--- src/rtl/debounce_sync.sv ---
// debounce_sync: synchronises a raw asynchronous level, then accepts a new
// level only after it has held for STABLE_CYCLES consecutive clocks.
// Emits registered one-cycle RISE/FALL strobes and a BUSY qualifier flag.
// Optional feature: define DEBOUNCE_EVENT_CNT_EN to add EVENT_CNT[7:0],
// a wrapping count of accepted rising edges.
module debounce_sync #(
  parameter int SYNC_STAGES   = 2,
  parameter int STABLE_CYCLES = 1000,
  parameter int CNT_WIDTH     = 16
) (
  input  logic       CLK,
  input  logic       RST,
  input  logic       D_IN,
  output logic       Q,
  output logic       RISE,
  output logic       FALL,
`ifdef DEBOUNCE_EVENT_CNT_EN
  output logic [7:0] EVENT_CNT,
`endif
  output logic       BUSY
);

  typedef enum logic {
    ST_STABLE   = 1'b0,
    ST_CHECKING = 1'b1
  } state_t;

  // Count value on which the final qualifying cycle is seen (counter + 1 == STABLE_CYCLES).
  localparam logic [CNT_WIDTH-1:0] LAST_CNT = CNT_WIDTH'(STABLE_CYCLES - 1);
  localparam logic [CNT_WIDTH-1:0] CNT_ONE  = {{(CNT_WIDTH-1){1'b0}}, 1'b1};
  localparam bit                   SINGLE_CYCLE = (STABLE_CYCLES == 1);

  logic [SYNC_STAGES-1:0] sync_r;
  logic                   sync_s;
  state_t                 state_r;
  logic [CNT_WIDTH-1:0]   cnt_r;
  logic                   q_r;
  logic                   rise_r;
  logic                   fall_r;
  logic                   busy_r;

  // Plain flop chain into the clock domain; no logic between stages.
  always_ff @(posedge CLK or posedge RST) begin
    if (RST) begin
      sync_r <= '0;
    end else begin
      sync_r <= {sync_r[SYNC_STAGES-2:0], D_IN};
    end
  end

  assign sync_s = sync_r[SYNC_STAGES-1];

  // Qualification FSM: counts consecutive cycles where the synchronised level differs from Q.
  always_ff @(posedge CLK or posedge RST) begin
    if (RST) begin
      state_r <= ST_STABLE;
      cnt_r   <= '0;
      q_r     <= 1'b0;
      rise_r  <= 1'b0;
      fall_r  <= 1'b0;
      busy_r  <= 1'b0;
    end else begin
      rise_r <= 1'b0;
      fall_r <= 1'b0;
      case (state_r)
        ST_STABLE: begin
          if (sync_s != q_r) begin
            if (SINGLE_CYCLE) begin
              q_r     <= sync_s;
              rise_r  <= sync_s;
              fall_r  <= ~sync_s;
              cnt_r   <= '0;
              state_r <= ST_STABLE;
              busy_r  <= 1'b0;
            end else begin
              cnt_r   <= CNT_ONE;
              state_r <= ST_CHECKING;
              busy_r  <= 1'b1;
            end
          end else begin
            cnt_r   <= '0;
            state_r <= ST_STABLE;
            busy_r  <= 1'b0;
          end
        end
        ST_CHECKING: begin
          if (sync_s == q_r) begin
            // Bounced back to the current level: abandon this candidate.
            cnt_r   <= '0;
            state_r <= ST_STABLE;
            busy_r  <= 1'b0;
          end else if (cnt_r == LAST_CNT) begin
            q_r     <= sync_s;
            rise_r  <= sync_s;
            fall_r  <= ~sync_s;
            cnt_r   <= '0;
            state_r <= ST_STABLE;
            busy_r  <= 1'b0;
          end else begin
            cnt_r   <= cnt_r + CNT_ONE;
            state_r <= ST_CHECKING;
            busy_r  <= 1'b1;
          end
        end
        default: begin
          cnt_r   <= '0;
          state_r <= ST_STABLE;
          busy_r  <= 1'b0;
        end
      endcase
    end
  end

  assign Q    = q_r;
  assign RISE = rise_r;
  assign FALL = fall_r;
  assign BUSY = busy_r;

`ifdef DEBOUNCE_EVENT_CNT_EN
  logic [7:0] event_cnt_r;

  // Count accepted rising edges; updates on the edge after the RISE strobe, wraps naturally.
  always_ff @(posedge CLK or posedge RST) begin
    if (RST) begin
      event_cnt_r <= 8'd0;
    end else if (rise_r) begin
      event_cnt_r <= event_cnt_r + 8'd1;
    end else begin
      event_cnt_r <= event_cnt_r;
    end
  end

  assign EVENT_CNT = event_cnt_r;
`endif

endmodule

--- config.mk ---
export PLATFORM = sky130hd
export DESIGN_NAME = debounce_sync
export DESIGN_NICKNAME = d
export VERILOG_FILES = /design/src/rtl/debounce_sync.sv
export SDC_FILE = /design/constraint.sdc
export NUM_CORES = 1
export LEC_CHECK = 0
export BUFFER_PORTS_ARGS = -buffer_cell sky130_fd_sc_hd__buf_4
export CAP_MARGIN = 10
export CORE_MARGIN = 1.5
export CORE_UTILIZATION = 57
export DETAILED_ROUTE_END_ITERATION = 10
export PLACE_DENSITY = 0.73
export SETUP_SLACK_MARGIN = 0.2
export SYNTH_ARGS = -nofsm -noshare
export SYNTH_HDL_FRONTEND = slang
export SYNTH_SLANG_ARGS = --single-unit
--- constraint.sdc ---
create_clock -name CLK -period 2 [get_ports CLK]
set_clock_uncertainty 0.05 [all_clocks]
set_input_delay 0.4 -clock CLK [delete_from_list [all_inputs] [get_ports CLK]]
set_output_delay 0.4 -clock CLK [all_outputs]
set_load 0.005 [all_outputs]
==> impl_results.md <==
- Seq/Total Area, Yosys: 54.3%
- Crit-path cells: ha_4, nor4b_1, nand4_1, nor2_2, mux2_2
- Pre-CTS setup slack: 0.141 ns
- Sum Neg Setup Slack: 0 ns
- Setup repair after global routing missed its margin: false
- Initial antenna violation count: 0
- Leading cell types in the layout, fill and taps excluded: dfrtp_1 (20), nor2_1 (15), xor2_1 (12)
- GRT Total Usage: 19.2%
- # port buffers: 6
- Arrival @ worst endpoint: 1.89 ns
- Last weighted congestion value of the routability-driven placer: 0.803
- Hold Buf Count CTS: 0
- Count of pins on the block boundary: 7
- # clock sinks: 22
- Root buffer selected by CTS: clkbuf_4
- Flops & latches, synth: 22
- Clock Pin Slew Worst Setup and Hold Paths: 0.12 ns
- Static leakage: 0.503 nW
- Max Cap Violations: 0
- Slowest stage cell on the critical path: dfrtp_2
- DIE AREA: 2040 um^2
- Pin count of the biggest net entering global routing: 23
- Antenna violation net count after detailed routing: 0
- Period Utilization, post-route: 86.6%
- Final critical delay including setup and external delays: 1.73 ns
- Area of the multi-input gates: 445 um^2
- Drt wl/cell: 14.4 um
- Post-layout net count: 112
- Delay of the slowest critical-path stage: 0.45 ns
- Data required time of the worst path: 2.16 ns
- Type of the worst setup path: reg -> reg
- Outcome: finished clean
- Pin slew with the least headroom to its limit: 0.294 ns
- Peak supply drop: 0.475 mV
- Max-slew violation count: 0
- Die extent in x: 45.2 um
- Register area: 553 um^2
- Estimated wirelength of the detail-placed design: 1210 um
- TritonCTS clock tree: done
- Type of the most critical hold path: in -> async
- Wire length of the first global-routing pass: 2790 um
- # diodes: 0
- Summed instance area of the synthesized netlist: 1010 um^2
- H-tree depth reported by CTS: 1
- R2r startpoint: cnt_r[0]$_DFF_PP0_
- Post-synth cell types: 23
- Areal power density over the cells: 747 nW/um^2
- Iteration count of the initial detailed-routing pass: 5
- Sort of element at the end of the critical path: flop
- Cts bufs inserted: 3
- Count of final hold-check violations: 0
- Share of layout cells above drive strength 1: 18.7%
- Type of element launching the critical path: flop
- Post-Syn Instances: 96
- Number of cells on the worst reg-to-reg path: 5
- Final setup fails: 0
- DR iter-0 viols: 16
- Post-route core utilization: 68.6%
- Longest Clk Path Bufs: 2
- Critical register-to-register path endpoint: Q$_DFFE_PP0P_
- R2R setup slack: 0.27 ns
- Final setup margin: 0.269 ns
- Sum of overflow across all layers after global routing: 0
- Number of cells in the finished layout apart from fillers: 124
- Mean number of vias per cell: 5.98
- Die outline height: 45.2 um
- Vias in the first global route: 627
- Yosys warning total: 0
- Average cell area after synthesis: 10.6 um^2
- Clk_lat worst skew: 0.31 ns
- Core Box Area: 1690 um^2
- Vias after detailed routing: 742
- Wirelength, routed: 1780 um
- Initial Utilization: 60.0%
- Number of nets produced by synthesis: 100
- Number of design rule violations left after detail routing: 0
- Slew margin rel.: 80.2%
- Cell total after placement: 120
- Max FO, Critical Path: 8
- Number of placement rows: 15
- Maximum clock frequency: 578 MHz
- Number of filler cells placed in the layout: 135
- Layout area overhead: 14.3%
- Leading cell type in the layout, fill and taps excluded: dfrtp_1
logic make-up (layout without fill, tap and decap cells):
group / Yosys count / in the layout / synth area share, %
AOI/OAI and AO/OA: 2 / 2 / 1.11
xor gates and xnor gates: 16 / 16 / 13.8
adders and majority gates: 1 / 1 / 1.23
buffers and inverters: 6 / 17 / 3.21
DFF: 22 / 22 / 54.3
muxes: 1 / 1 / 1.11
and+or+nand+nor: 48 / 48 / 25.2
metal layers:
metal  GRT usage (%)  part of all wire [%]  vias to the layer above
li1                -                     -                      353
met1            27.1                    47                      363
met2            28.3                    48                       21
met3            2.40                   2.9                        5
met4            10.6                   2.0                        0
met5               0                     0                        -
final cells by class:
cell class / count / share of cell area, %
flip-flops and latches: 22 / 47.7
multi-input cells: 68 / 38.4
repair buffers: 10 / 6.48
clock inverters: 1 / 2.59
clock buffers: 3 / 1.94
well taps: 17 / 1.84
inverters: 3 / 0.972
cells in the mapped netlist:
library cell | number | area share [%]
ha_1 | 1 | 1.2
buf_2 | 2 | 0.99
nor4bb_1 | 1 | 0.99
mux2_2 | 1 | 1.1
o22ai_1 | 1 | 0.62
nor4b_1 | 1 | 0.86
inv_1 | 3 | 1.1
nand3_1 | 4 | 2.0
o21ai_0 | 1 | 0.49
xnor2_1 | 4 | 3.5
xor2_1 | 12 | 10
nor3_1 | 2 | 0.99
nor2_2 | 1 | 0.62
nor2_1 | 16 | 5.9
buf_6 | 1 | 1.1
and4_1 | 2 | 1.7
or4b_1 | 1 | 0.99
dfrtp_1 | 22 | 54
nand4_1 | 9 | 5.6
nor4_1 | 1 | 0.62
and3_1 | 2 | 1.2
and2_1 | 3 | 1.9
nand2_1 | 5 | 1.9
metrics by stage:
step	total power [W]	hold WS (ns)	area (um^2)
floorplan	0.000506	0.281	1010
global placement	0.000528	0.282	1090
detailed placement	0.000531	0.294	1090
CTS	0.000873	0.0582	1150
global route	0.000894	0.0815	1160
finish	0.000866	0.0526	1160
critical path, delay by kind of cell, from the launching register on:
kind,cells,cell delay [ns]
AND/OR/NAND/NOR,3,0.59
flip-flops,1,0.45
multiplexers,1,0.34
adder cells (fa/ha/maj),1,0.20
worst max-delay path by stage:
stage / slack (ns) / from / end / depth (start not counted)
after global placement: 0.21 / cnt_r[0]$_DFF_PP0_ / Q$_DFFE_PP0P_ / 5
after CTS: 0.22 / cnt_r[0]$_DFF_PP0_ / Q$_DFFE_PP0P_ / 5
after detailed placement: 0.14 / cnt_r[0]$_DFF_PP0_ / Q$_DFFE_PP0P_ / 5
after global routing: 0.20 / cnt_r[0]$_DFF_PP0_ / Q$_DFFE_PP0P_ / 5
after floorplan: 0.28 / cnt_r[0]$_DFF_PP0_ / cnt_r[10]$_DFF_PP0_ / 7
final: 0.27 / cnt_r[0]$_DFF_PP0_ / Q$_DFFE_PP0P_ / 5
power by group:
group / switching [W] / internal [W]
registers: 0.0000161 / 0.000456
logic: 0.0000315 / 0.0000254
clock network: 0.000134 / 0.000203
flip-flops by register name, summed over array words and instances, names as in the netlist:
signal	flops
BUSY	1
FALL	1
Q	1
RISE	1
cnt_r	16
sync_r	2
timing repair:
item / CTS / global route
setup buffers: 0 / 0
gates resized for setup: 2 / 3
endpoints found under the setup margin: 2 / 1
hold endpoints to repair: 0 / 0
Note: power is estimated with default switching activity, not from simulation.
